File: src/rtl/pc_ctrl_pkg.sv
// pc_ctrl_pkg: shared definitions for the PC fetch controller.
//   - NextInstrSel encodings produced by the PC decoder.
//   - Fetch FSM state type.
//   - Width of the flush down-counter. Its maximum count is 7.
//   - Helper that classifies a selector value as a taken-redirect kind.
package pc_ctrl_pkg;

  localparam logic [1:0] SEL_SEQ = 2'b00;
  localparam logic [1:0] SEL_BR  = 2'b01;
  localparam logic [1:0] SEL_JMP = 2'b10;
  localparam logic [1:0] SEL_RSV = 2'b11;

  localparam int FLUSH_CNT_W = 3;

  typedef enum logic [1:0] {
    IDLE  = 2'd0,
    RUN   = 2'd1,
    FLUSH = 2'd2
  } state_t;

  // Only branch and jump redirect. The reserved code falls back to sequential.
  function automatic logic is_redirect(input logic [1:0] sel);
    return (sel == SEL_BR) || (sel == SEL_JMP);
  endfunction

endpackage

File: src/rtl/pc_flush_counter.sv
// pc_flush_counter: loadable down-counter with a zero flag. It sets how long
// the squash window lasts after a redirect.
// Ports:
//   clk, rst_n  - clock, synchronous active-low reset
//   i_load      - load i_load_val. Load takes priority over decrement.
//   i_load_val  - value to load
//   i_dec       - decrement by one. The count stops at zero.
//   o_cnt       - current count (registered)
//   o_zero      - count equals zero
module pc_flush_counter
  import pc_ctrl_pkg::*;
#(
  parameter int W = FLUSH_CNT_W
) (
  input  logic         clk,
  input  logic         rst_n,
  input  logic         i_load,
  input  logic [W-1:0] i_load_val,
  input  logic         i_dec,
  output logic [W-1:0] o_cnt,
  output logic         o_zero
);

  logic [W-1:0] r_cnt;

  // NOTE: sequential state uses non-blocking assignments. Every register then
  // samples pre-edge values, regardless of the order of the statements.
  always_ff @(posedge clk) begin
    if (!rst_n) begin
      r_cnt <= '0;
    end else if (i_load) begin
      r_cnt <= i_load_val;
    end else if (i_dec && (r_cnt != '0)) begin
      r_cnt <= r_cnt - W'(1);
    end
  end

  assign o_cnt  = r_cnt;
  assign o_zero = (r_cnt == '0);

endmodule

File: src/rtl/pc_fetch_ctrl.sv
// pc_fetch_ctrl: owns the program counter. It consumes NextInstrSel from the
// PC decoder and runs an IDLE/RUN/FLUSH sequence. After a taken branch or
// jump, that sequence squashes the wrong-path instructions in the front end.
// Ports:
//   clk, rst_n   - clock, synchronous active-low reset
//   NextInstrSel - 00 seq, 01 branch, 10 jump, 11 reserved (treated as seq)
//   sel_valid    - selector and targets are meaningful this cycle
//   branch_tgt   - branch target address
//   jmp_tgt      - jump target address
//   stall        - hold the PC
//   pc           - fetch address (registered)
//   fetch_valid  - instruction at pc is architecturally valid (registered)
//   flush        - squash front-end pipeline registers (registered)
//   redirect_cnt - saturating count of taken redirects. This port exists
//                  only when PC_REDIRECT_STATS_EN is defined.
// Optional feature macro: PC_REDIRECT_STATS_EN
module pc_fetch_ctrl
  import pc_ctrl_pkg::*;
#(
  parameter int              ADDR_W    = 32,
  parameter int              PC_INC    = 4,
  parameter logic [ADDR_W-1:0] RESET_PC = '0,
  parameter int              FLUSH_CYC = 2
) (
  input  logic              clk,
  input  logic              rst_n,
  input  logic [1:0]        NextInstrSel,
  input  logic              sel_valid,
  input  logic [ADDR_W-1:0] branch_tgt,
  input  logic [ADDR_W-1:0] jmp_tgt,
  input  logic              stall,
  output logic [ADDR_W-1:0] pc,
  output logic              fetch_valid,
`ifdef PC_REDIRECT_STATS_EN
  output logic              flush,
  output logic [15:0]       redirect_cnt
`else
  output logic              flush
`endif
);

  state_t                   r_state;
  logic [ADDR_W-1:0]        r_pc;
  logic                     r_fetch_valid;
  logic                     r_flush;

  logic                     w_take;
  logic [ADDR_W-1:0]        w_tgt;
  logic [ADDR_W-1:0]        w_pc_inc;
  logic [FLUSH_CNT_W-1:0]   w_cnt;
  logic                     w_cnt_zero;
  logic                     w_flush_last;

  // Only RUN takes redirects. A stall blocks them, and the decoder holds
  // sel_valid until the stall drops.
  assign w_take   = (r_state == RUN) && sel_valid && !stall && is_redirect(NextInstrSel);
  assign w_tgt    = (NextInstrSel == SEL_JMP) ? jmp_tgt : branch_tgt;
  // Truncation to ADDR_W gives the modulo 2^ADDR_W wrap-around.
  assign w_pc_inc = r_pc + ADDR_W'(PC_INC);

  pc_flush_counter #(.W(FLUSH_CNT_W)) u_flush_cnt (
    .clk        (clk),
    .rst_n      (rst_n),
    .i_load     (w_take),
    .i_load_val (FLUSH_CNT_W'(FLUSH_CYC)),
    .i_dec      (r_state == FLUSH),
    .o_cnt      (w_cnt),
    .o_zero     (w_cnt_zero)
  );

  // Leave FLUSH on the cycle the counter shows 1. The zero term is a guard
  // that keeps the FSM from locking up in FLUSH.
  assign w_flush_last = (w_cnt == FLUSH_CNT_W'(1)) || w_cnt_zero;

  always_ff @(posedge clk) begin
    if (!rst_n) begin
      r_state       <= IDLE;
      r_pc          <= RESET_PC;
      r_fetch_valid <= 1'b0;
      r_flush       <= 1'b0;
    end else begin
      case (r_state)
        IDLE: begin
          r_state       <= RUN;
          r_pc          <= RESET_PC;
          r_fetch_valid <= 1'b1;
          r_flush       <= 1'b0;
        end
        RUN: begin
          if (w_take) begin
            r_state       <= FLUSH;
            r_pc          <= w_tgt;
            r_fetch_valid <= 1'b0;
            r_flush       <= 1'b1;
          end else if (!stall) begin
            r_pc <= w_pc_inc;
          end
        end
        FLUSH: begin
          // The PC walks forward from the target, so the target instruction
          // is fetched during the squash window. The window length ignores
          // stall.
          if (!stall) begin
            r_pc <= w_pc_inc;
          end
          if (w_flush_last) begin
            r_state       <= RUN;
            r_fetch_valid <= 1'b1;
            r_flush       <= 1'b0;
          end
        end
        default: begin
          r_state       <= IDLE;
          r_fetch_valid <= 1'b0;
          r_flush       <= 1'b0;
        end
      endcase
    end
  end

  assign pc          = r_pc;
  assign fetch_valid = r_fetch_valid;
  assign flush       = r_flush;

`ifdef PC_REDIRECT_STATS_EN
  logic [15:0] r_redirect_cnt;

  always_ff @(posedge clk) begin
    if (!rst_n) begin
      r_redirect_cnt <= '0;
    end else if (w_take && (r_redirect_cnt != 16'hFFFF)) begin
      r_redirect_cnt <= r_redirect_cnt + 16'd1;
    end
  end

  assign redirect_cnt = r_redirect_cnt;
`endif

endmodule

File: config.mk
export PLATFORM = sky130hd
export DESIGN_NAME = pc_fetch_ctrl
export DESIGN_NICKNAME = d
export VERILOG_FILES = /design/src/rtl/pc_ctrl_pkg.sv /design/src/rtl/pc_flush_counter.sv /design/src/rtl/pc_fetch_ctrl.sv
export SDC_FILE = /design/constraint.sdc
export NUM_CORES = 1
export LEC_CHECK = 0
export ABC_AREA = 1
export CORE_AREA = 2 2 85 87
export DETAILED_ROUTE_END_ITERATION = 7
export DIE_AREA = 0 0 87 89
export PLACE_DENSITY = 0.84
export SLEW_MARGIN = 10
export SYNTH_ARGS = -nofsm -noshare
export SYNTH_HDL_FRONTEND = slang
export SYNTH_SLANG_ARGS = --single-unit
export TNS_END_PERCENT = 5
File: constraint.sdc
create_clock -name clk -period 1.85 [get_ports clk]
set_input_delay 0.185 -clock clk [delete_from_list [all_inputs] [get_ports clk]]
set_output_delay 0.185 -clock clk [all_outputs]
set_load 0.02 [all_outputs]
==> run_results.csv, run 1 <==
group,metric,value,unit
layout,final_common_cell,"nand2_1",
setup_path,r2r.worst_path.cells,10,
worst_hold_path,hp-start,"flush$_SDFFE_PN0P_",
setup_path,crit_start,"NextInstrSel[0]",
layout,layout_common_cells,"140 x nand2_1, 103 x clkdlybuf4s50_1, 67 x nor2_1",
sta,drv_slew,0,
global_routing,grt_max_degree,21,
clocking,clock-root-buffer,"clkbuf_8",
sta,fin_crit,1.72,ns
yosys,synthesis.nets,581,
layout,final_cells,711,
sta,finClkSkew,0.0128,ns
die,fp.dieH,89,µm
power_and_ir_drop,seqPwrFrac,30.9,%
clocking,insertion_delay,0.30,ns
setup_path,r2r-end,"pc[3]$_SDFFE_PN0P_",
global_routing,antenna_found_initial,0,
setup_path,start_kind,"input port",
clocking,cts_buffers,5,
setup_path,crit_type,"in2reg",
clocking,postCtsHoldBufs,0,
drt,vias,3889,
placed_design,post-dp-hpwl,7870,µm
sta,setup_violations,0,
die,core,6720,µm²
yosys,synth_top_family_by_area,"simple AND/OR/NAND/NOR gates",
layout,n_antenna_cell,0,
clocking,post_cts_buffers,0,
layout,fin_util,68.7,%
global_routing,grt_pass1_wl,16700,µm
yosys,synth-simple-area-share,39.7,%
placed_design,io_buffers,103,
drt,wl,10300,µm
power_and_ir_drop,p_clk_share,19.6,%
clocking,clockBufferDepth,2,
status,run_status,"finished, final reports clean",
die,initial_core_util,46.4,%
placed_design,dp_cells,704,
die,pin_count,104,
sta,slew_headroom,78.9,%
sta,rsz0062_at_grt,"true",
die,rows,30,
global_routing,groute.usage.overall,26.7,%
power_and_ir_drop,vdd_drop_max,442,µV
power_and_ir_drop,combPwrFrac,49.4,%
layout,area_delta_synth_final,48.0,%
power_and_ir_drop,power_density,686,nW/µm²
yosys,synth_warnings,0,
placed_design,gp_congestion,0.968,
global_routing,grt_pass1_vias,3699,
sta,worst-slew-pin-transition,0.314,ns
clocking,ctsResizeCount,0,
yosys,syn_area_per_cell,6.24,µm²
drt,ant_nets,0,
setup_path,crit_path_end_kind,"register",
yosys,synthAdderAreaFrac,4.41,%
sta,fin_crit_sh,92.9,%
clocking,cts_tree,"yes",
drt,drc,0,
job,drv_cap,0,
yosys,yosys-mux-area-fraction,1.60,%
drt,vias_per_cell,5.47,
sta,max_freq,582,MHz
setup_path,cp-endpoint,"pc[12]$_SDFFE_PN0P_",
drt,firstDrtPassIters,5,
die,dieArea,7740,µm²
sta,finalHoldViolations,0,
yosys,synth_area,3120,µm²
yosys,synth_compound_area_share,18.6,%
drt,wire_per_inst,14.5,µm
worst_hold_path,hp-class,"reg2reg",
die,die_x,87,µm
yosys,synth.distinct_cells,38,
clocking,htree_levels,2,
yosys,seq_area_frac_synth,25.0,%
setup_path,worstPathRequired,2.08,ns
setup_path,reg2reg_from,"r_state[1]$_SDFFE_PN0P_",
drt,first_iter_violations,189,
setup_path,reg2reg_setup_slack,0.14,ns
clocking,clk_pin_slew_worst_paths,0.09,ns
power_and_ir_drop,switching_power,0.00128,W
yosys,ys_ff_latch,39,
setup_path,cp_max_fo,14,
power_and_ir_drop,p_leak,1.72,nW
yosys,syn_inst,500,
global_routing,overflow,0,
power_and_ir_drop,intPower,0.00189,W
layout,drive_gt1_share,15.2,%
layout,layout.nets,712,
power_and_ir_drop,netSwitchingFraction,40.5,%
yosys,synth-xor-area-share,2.53,%
clocking,cts_num_sinks,39,
setup_path,arrival,1.94,ns
kinds of logic after synthesis:
family,after synthesis
XOR/XNOR,9
AO/OA/AOI/OAI,99
AND/OR/NAND/NOR,277
adder cells (fa/ha/maj),11
flip-flops,39
multiplexers,5
buffers and inverters,60
power groups by stage:
stage	clock [W]	sequential [W]	combinational (W)
detailed placement	0	0.000991	0.00155
global placement	0	0.000986	0.00150
global route	0.000646	0.000985	0.00169
finish	0.000623	0.000980	0.00157
floorplan	0	0.00104	0.000776
CTS	0.000613	0.000971	0.00156
synthesized netlist by cell type, drive strengths merged:
master,n,area (µm²)
nand2,148,591
nor2,82,365
a21oi,43,234
dfxtp,39,781
inv,39,146
o21ai,32,160
nand3,26,143
ha,11,138
clkbuf,10,37.5
buf,9,62.6
nand4,8,50.1
o32ai,8,70.1
nor3,6,46.3
o22ai,6,37.5
or2,6,37.5
mux2i,5,50.1
xor2,5,43.8
o211ai,4,30.0
xnor2,4,35.0
o21bai,3,26.3
clkinv,2,7.51
o31ai,2,15.0
a31oi,1,6.26
nand3b,1,7.51
area by class of cell:
cell class / instances / area (µm²)
Sequential cell: 39 / 786
Clock buffer: 6 / 82.6
Inverter: 41 / 154
Timing Repair Buffer: 143 / 1380
Multi-Input combinational cell: 401 / 2110
Fill cell: 557 / 2100
Tap cell: 80 / 100
Clock inverter: 1 / 5.00
registers in the layout, summed over array words and instances, names as in the netlist:
signal / count
fetch_valid: 1
flush: 1
pc: 32
r_state: 2
u_flush_cnt.o_cnt: 3
layer usage:
| layer | vias to the layer above | routed length (µm) | GRT usage (%) |
|---|---|---|---|
| li1 | 1900 | - | - |
| met3 | 24 | 805 | 4.43 |
| met5 | - | 0 | 0 |
| met2 | 188 | 4900 | 45.7 |
| met1 | 1777 | 4420 | 34.2 |
| met4 | 0 | 196 | 9.09 |
through the flow:
step / hold WS, ns / total power [W] / TNS, ns / area [µm²] / setup slack, ns
final: 0.470 / 0.00317 / 0 / 4620 / 0.132
after global routing: 0.510 / 0.00332 / -0.0243 / 4620 / -0.0148
after CTS: 0.467 / 0.00314 / 0 / 4590 / 0.0909
after detailed placement: 0.455 / 0.00254 / -2.37 / 4500 / -0.129
after global placement: 0.456 / 0.00249 / -1.48 / 4500 / -0.0963
after floorplan: 0.321 / 0.00181 / 0 / 3120 / 0.0801
critical path, stage by stage:
cell	delay (ns)
clkdlybuf4s50_1	0.45
inv_1	0.04
ha_1	0.29
nor2_2	0.12
nand3_4	0.10
inv_2	0.09
buf_12	0.13
o21ai_0	0.08
o21ai_0	0.20
nand2_1	0.10
a21oi_1	0.15
how the worst min path moves through the flow:
stage                                    end  slack [ns]  depth (start not counted)
after floorplan           pc[0]$_SDFFE_PN0P_        0.32                          2
after global placement    flush$_SDFFE_PN0P_        0.46                          2
after detailed placement  flush$_SDFFE_PN0P_        0.46                          2
after CTS                 flush$_SDFFE_PN0P_        0.47                          2
after global routing      flush$_SDFFE_PN0P_        0.51                          2
final                     flush$_SDFFE_PN0P_        0.47                          2
Note: power is estimated with default switching activity, not from simulation.
==> inputs of run 2 (changes only) <==
--- a/config.mk
+++ b/config.mk
@@ -7,8 +7,10 @@
 export LEC_CHECK = 0
 export ABC_AREA = 1
 export CORE_AREA = 2 2 85 87
+export CTS_CLUSTER_SIZE = 25
 export DETAILED_ROUTE_END_ITERATION = 7
 export DIE_AREA = 0 0 87 89
+export GPL_TIMING_DRIVEN = 0
 export PLACE_DENSITY = 0.84
 export SLEW_MARGIN = 10
 export SYNTH_ARGS = -nofsm -noshare
==> run 2 against run 1 <==
Cell count down 1.5%. First-iteration DRC count up 36%. Register-to-register slack worse by 0.05 ns. Clock-buffer cell count up 2. Sequential share of layout area up 0.36 points. Design area down 0.19%. Flip-flop and latch count unchanged.
==> run_results.csv, run 2 (same netlist as run 1, synthesis figures left out) <==
group,metric,value,unit
global_routing,gr-usage-met3,4.52,%
setup_path,reg2reg_setup_slack,0.09,ns
drt,vias,3842,
die,dieArea,7740,µm²
job,drv_cap,0,
drt,first_iter_violations,257,
die,die_x,87,µm
clocking,cts_num_sinks,39,
power_and_ir_drop,switching_power,0.00138,W
setup_path,worstPathRequired,2.07,ns
global_routing,met2_usage,46.9,%
clocking,cts_tree,"yes",
die,fp.dieH,89,µm
setup_path,cp_slowest_cell,"dfxtp_2",
placed_design,io_buffers,102,
sta,setup_violations,0,
sta,fin_crit,1.76,ns
global_routing,antenna_found_initial,0,
sta,finClkSkew,0.00630,ns
die,initial_core_util,46.4,%
clocking,cts_buffers,5,
power_and_ir_drop,seqPwrFrac,28.9,%
clocking,clk_pin_slew_worst_paths,0.08,ns
power_and_ir_drop,vdd_drop_max,478,µV
setup_path,r2r-end,"pc[4]$_SDFFE_PN0P_",
power_and_ir_drop,finalPower,0.00341,W
drt,drc,0,
setup_path,cp_max_fo,10,
status,run_status,"finished, final reports clean",
global_routing,grt_use_met1,34.1,%
layout,n_antenna_cell,0,
setup_path,start_kind,"register",
placed_design,post-dp-hpwl,7760,µm
global_routing,grt_pass1_vias,3511,
drt,ant_nets,0,
global_routing,grt_busiest_layer,"met2",
setup_path,reg2reg_from,"r_state[1]$_SDFFE_PN0P_",
sta,slew_headroom,62.5,%
drt,firstDrtPassIters,5,
layout,drive_gt1_share,16.5,%
setup_path,crit_path_end_kind,"register",
sta,max_freq,567,MHz
clocking,htree_levels,2,
worst_hold_path,hp-class,"in2reg",
layout,final_common_cell,"nand2_1",
layout,largest_register_ffs,32,
drt,vias_per_cell,5.49,
placed_design,place_area,4240,µm²
global_routing,groute.usage.overall,27.0,%
worst_hold_path,hold_depth,5,
power_and_ir_drop,netSwitchingFraction,40.5,%
worst_hold_path,hp-start,"stall",
drt,wire_per_inst,15.5,µm
sta,fin_crit_sh,95.3,%
layout,layout_common_cells,"137 x nand2_1, 102 x clkdlybuf4s50_1, 67 x nor2_1",
die,pin_count,104,
clocking,clockBufferDepth,2,
die,core,6720,µm²
layout,layout.nets,700,
layout,final_cells,700,
setup_path,cp_num_buf_inv,3,
power_and_ir_drop,combPwrFrac,51.7,%
sta,rsz0062_at_grt,"true",
sta,worst-slew-pin-transition,0.563,ns
die,rows,30,
power_and_ir_drop,power_density,740,nW/µm²
global_routing,grt_pass1_wl,16600,µm
drt,wl,10900,µm
global_routing,grt_max_degree,12,
setup_path,crit_path_cell_trace,"inv_1 > ha_2 > nand3_4 > nand2_4 > nand2_8 > inv_8 > buf_8 > o31ai_1 > nand2_1 > a21oi_1",
setup_path,arrival,1.99,ns
setup_path,r2r.worst_path.cells,10,
setup_path,crit_type,"reg2reg",
setup_path,critPathMaxStageDelay,0.38,ns
layout,finalInstanceArea,4610,µm²
sta,drv_slew,0,
placed_design,gp_congestion,0.956,
placed_design,dp_cells,682,
sta,finalHoldViolations,0,
layout,area_delta_synth_final,47.7,%
global_routing,overflow,0,
power_and_ir_drop,p_leak,1.64,nW
worst_hold_path,holdPathEnd,"pc[2]$_SDFFE_PN0P_",
power_and_ir_drop,p_clk_share,19.4,%
power_and_ir_drop,intPower,0.00203,W
clocking,insertion_delay,0.30,ns
layout,nFillCells,548,
clocking,clock-root-buffer,"clkbuf_8",
setup_path,worst_path_dominant_cell_family,"simple AND/OR/NAND/NOR gates",
run 2: repair_timing:
item / 4_1_cts / 5_1_grt
pin swaps: 1 / 10
hold buffers: 0 / 0
setup endpoints to repair: 24 / 32
cloned: 0 / 1
buffers inserted: 0 / 9
resized for setup: 9 / 50
run 2: worst max-delay path by stage:
stage,slack [ns],start,depth (start not counted),endpoint
finish,0.09,r_state[1]$_SDFFE_PN0P_,10,pc[4]$_SDFFE_PN0P_
CTS,-0.04,NextInstrSel[0],11,pc[18]$_SDFFE_PN0P_
detailed placement,-0.53,NextInstrSel[0],9,pc[10]$_SDFFE_PN0P_
global route,-0.04,r_state[1]$_SDFFE_PN0P_,10,pc[4]$_SDFFE_PN0P_
global placement,-0.46,NextInstrSel[0],9,pc[23]$_SDFFE_PN0P_
floorplan,0.08,pc[2]$_SDFFE_PN0P_,12,pc[28]$_SDFFE_PN0P_
run 2: routing by layer:
metal,part of all wire (%),up-vias
li1,-,1883
met1,40,1754
met2,50,187
met3,7.9,18
met4,2.0,0
met5,0,-
run 2: through the flow:
stage | hold WS [ns] | setup TNS [ns] | setup slack (ns) | utilization (%)
6_report | 0.425 | 0 | 0.0878 | 68.6
3_5_place_dp | 0.460 | -11.23 | -0.531 | 63.1
2_1_floorplan | 0.321 | 0 | 0.0801 | -
5_1_grt | 0.472 | -0.153 | -0.0433 | 68.6
3_3_place_gp | 0.456 | -10.13 | -0.463 | 63.1
4_1_cts | 0.406 | -0.0977 | -0.0353 | 64.9
run 2: tightest hold or removal path: cells and delay by family:
kind / cells / cell delay [ns]
AO/OA/AOI/OAI: 2 / 0.14
buffers and inverters: 1 / 0.16
XOR/XNOR: 1 / 0.14
AND/OR/NAND/NOR: 1 / 0.06
run 2: cell type report:
cell class	count	area [µm²]	area share, %
Buffer	19	124	2.69
Clock buffer	8	100	2.17
Inverter	41	170	3.69
Multi-Input combinational cell	401	2190	47.5
Sequential cell	39	801	17.4
Tap cell	80	100	2.17
Timing Repair Buffer	112	1130	24.4
run 2: power by group through the flow:
stage | clock [W] | sequential [W] | combinational (W)
final | 0.000662 | 0.000985 | 0.00177
after detailed placement | 0 | 0.000996 | 0.00136
after floorplan | 0 | 0.00104 | 0.000776
after CTS | 0.000659 | 0.000979 | 0.00139
after global placement | 0 | 0.000988 | 0.00134
after global routing | 0.000692 | 0.000990 | 0.00191
==> inputs of run 3 (changes only) <==
--- a/config.mk
+++ b/config.mk
@@ -6,10 +6,10 @@
 export NUM_CORES = 1
 export LEC_CHECK = 0
 export ABC_AREA = 1
-export CORE_AREA = 2 2 85 87
+export CORE_AREA = 2 2 119 63
 export CTS_CLUSTER_SIZE = 25
 export DETAILED_ROUTE_END_ITERATION = 7
-export DIE_AREA = 0 0 87 89
+export DIE_AREA = 0 0 121 65
 export GPL_TIMING_DRIVEN = 0
 export PLACE_DENSITY = 0.84
 export SLEW_MARGIN = 10
==> run 3 against run 2 <==
Via count rose by 3.9%. Cell count increased by 2.1%. Fmax decreased by 3.3%. Register-to-register slack got worse by 0.04 ns.
==> run_results.csv, run 3 (same netlist as run 1, synthesis figures left out) <==
group,metric,value,unit
setup_path,worst_path_dominant_cell_family,"buffers and inverters",
clocking,clock-root-buffer,"clkbuf_16",
setup_path,critPathMaxStageDelay,0.45,ns
power_and_ir_drop,power_density,773,nW/µm²
placed_design,place_area,4260,µm²
global_routing,grt_pass1_vias,3479,
setup_path,worstPathRequired,2.07,ns
global_routing,antenna_found_initial,0,
drt,firstDrtPassIters,5,
sta,fin_crit,1.82,ns
sta,setup_violations,0,
layout,final_cells,715,
layout,layout.nets,699,
die,die_x,121,µm
layout,drive_gt1_share,14.9,%
worst_hold_path,hold_depth,5,
setup_path,crit_type,"in2reg",
sta,rsz0062_at_grt,"true",
clocking,cts_num_sinks,39,
job,drv_cap,0,
layout,n_antenna_cell,0,
clocking,clk_pin_slew_worst_paths,0.07,ns
die,fp.dieH,65,µm
global_routing,groute.usage.overall,29.3,%
sta,slew_headroom,56.9,%
global_routing,grt_max_degree,14,
drt,wire_per_inst,16.7,µm
layout,largest_register_ffs,32,
sta,finClkSkew,0.00757,ns
setup_path,crit_path_end_kind,"register",
drt,drc,0,
sta,finalHoldViolations,0,
layout,finalInstanceArea,4620,µm²
global_routing,grt_pass1_wl,17900,µm
setup_path,r2r.worst_path.cells,9,
clocking,cts_tree,"yes",
setup_path,cp_slowest_cell,"clkdlybuf4s50_1",
setup_path,cp_num_buf_inv,4,
drt,vias_per_cell,5.58,
setup_path,start_kind,"input port",
placed_design,dp_cells,698,
die,core,6960,µm²
worst_hold_path,hp-class,"in2reg",
power_and_ir_drop,vdd_drop_max,384,µV
setup_path,crit_path_cell_trace,"clkdlybuf4s50_1 > inv_1 > ha_2 > nor2_2 > nand3_4 > buf_6 > buf_4 > o31ai_2 > nand2_1 > a21oi_1",
status,run_status,"finished, final reports clean",
setup_path,path_depth,10,
layout,area_delta_synth_final,48.2,%
setup_path,arrival,2.04,ns
layout,final_common_cell,"nand2_1",
global_routing,overflow,0,
clocking,insertion_delay,0.29,ns
die,initial_core_util,44.8,%
die,rows,22,
placed_design,io_buffers,102,
drt,ant_nets,0,
die,pin_count,104,
placed_design,gp_congestion,0.941,
drt,wl,12000,µm
layout,layout_common_cells,"139 x nand2_1, 102 x clkdlybuf4s50_1, 68 x nor2_1",
placed_design,post-dp-hpwl,8740,µm
clocking,cts_buffers,5,
drt,vias,3991,
sta,fin_crit_sh,98.5,%
clocking,htree_levels,2,
die,dieArea,7870,µm²
power_and_ir_drop,p_leak,1.66,nW
sta,max_freq,549,MHz
clocking,clockBufferDepth,2,
sta,drv_slew,0,
setup_path,cp_max_fo,10,
sta,worst-slew-pin-transition,0.647,ns
drt,first_iter_violations,434,
-- run 3: cell count changes in the layout (fill, tap and decap cells not counted), moves of 3 or more --
cell and change:
dfxtp_2 -8, nand2_2 -3, clkbuf_8 -7, buf_2 -3, dfxtp_1 +7, clkbuf_16 +4
buf_6 +3
-- run 3: stage by stage --
step | power [W] | hold WS [ns] | worst slack (ns) | setup TNS [ns] | utilization [%]
2_1_floorplan | 0.00181 | 0.321 | 0.0801 | 0 | -
3_3_place_gp | 0.00233 | 0.460 | -0.538 | -11.72 | 61.2
3_5_place_dp | 0.00237 | 0.473 | -0.581 | -13.20 | 61.2
4_1_cts | 0.00343 | 0.414 | -0.0245 | -0.0245 | 64.4
5_1_grt | 0.00371 | 0.428 | -0.0466 | -0.203 | 66.4
6_report | 0.00357 | 0.437 | 0.0271 | 0 | 66.4
-- run 3: area by class of cell --
class | count | area, µm²
multi-input cells | 401 | 2170
plain buffers | 19 | 116
clock inverters | 3 | 43.8
inverters | 41 | 158
well taps | 96 | 120
flip-flops and latches | 39 | 795
repair buffers | 111 | 1090
clock buffers | 5 | 125
fillers | 634 | 2340
-- run 3: path summary, 6_finish.rpt --
| kind | slack [ns] | from | end |
|---|---|---|---|
| max reg2reg | 0.05 | pc[2]$_SDFFE_PN0P_ | pc[21]$_SDFFE_PN0P_ |
| min | 0.44 | stall | pc[3]$_SDFFE_PN0P_ |
| max | 0.03 | NextInstrSel[0] | pc[6]$_SDFFE_PN0P_ |
| min reg2reg | 0.49 | flush$_SDFFE_PN0P_ | flush$_SDFFE_PN0P_ |
-- run 3: worst reg2reg max path: stages (launching register included) --
cell and delay, ns:
dfxtp_4 0.37, buf_4 0.12, inv_2 0.04, nor3_4 0.27, nand2_2 0.16, nor3_2 0.23
nor2_1 0.07, o22ai_1 0.24, nand2_1 0.09, a21oi_1 0.12
-- run 3: repair_timing --
item,4_1_cts,5_1_grt
hold buffers,0,0
setup buffers,5,4
pin swaps,4,6
gates resized for setup,10,33
setup endpoints to repair,28,32
gates cloned,0,0
-- run 3: layer usage --
metal / part of all wire, % / up-vias / global-route usage [%]
met2: 41 / 241 / 42.6
met5: 0 / - / 0
li1: - / 1878 / -
met4: 1.4 / 0 / 5.38
met1: 46 / 1848 / 43.7
met3: 11 / 24 / 6.95
-- run 3: where the power goes --
part | switching [W] | internal, W | leakage [nW] | total (W)
combinational | 0.000974 | 0.000594 | 1.26 | 0.00157
clock | 0.000380 | 0.000637 | 0.0838 | 0.00102
sequential | 0.0000764 | 0.000913 | 0.319 | 0.000990
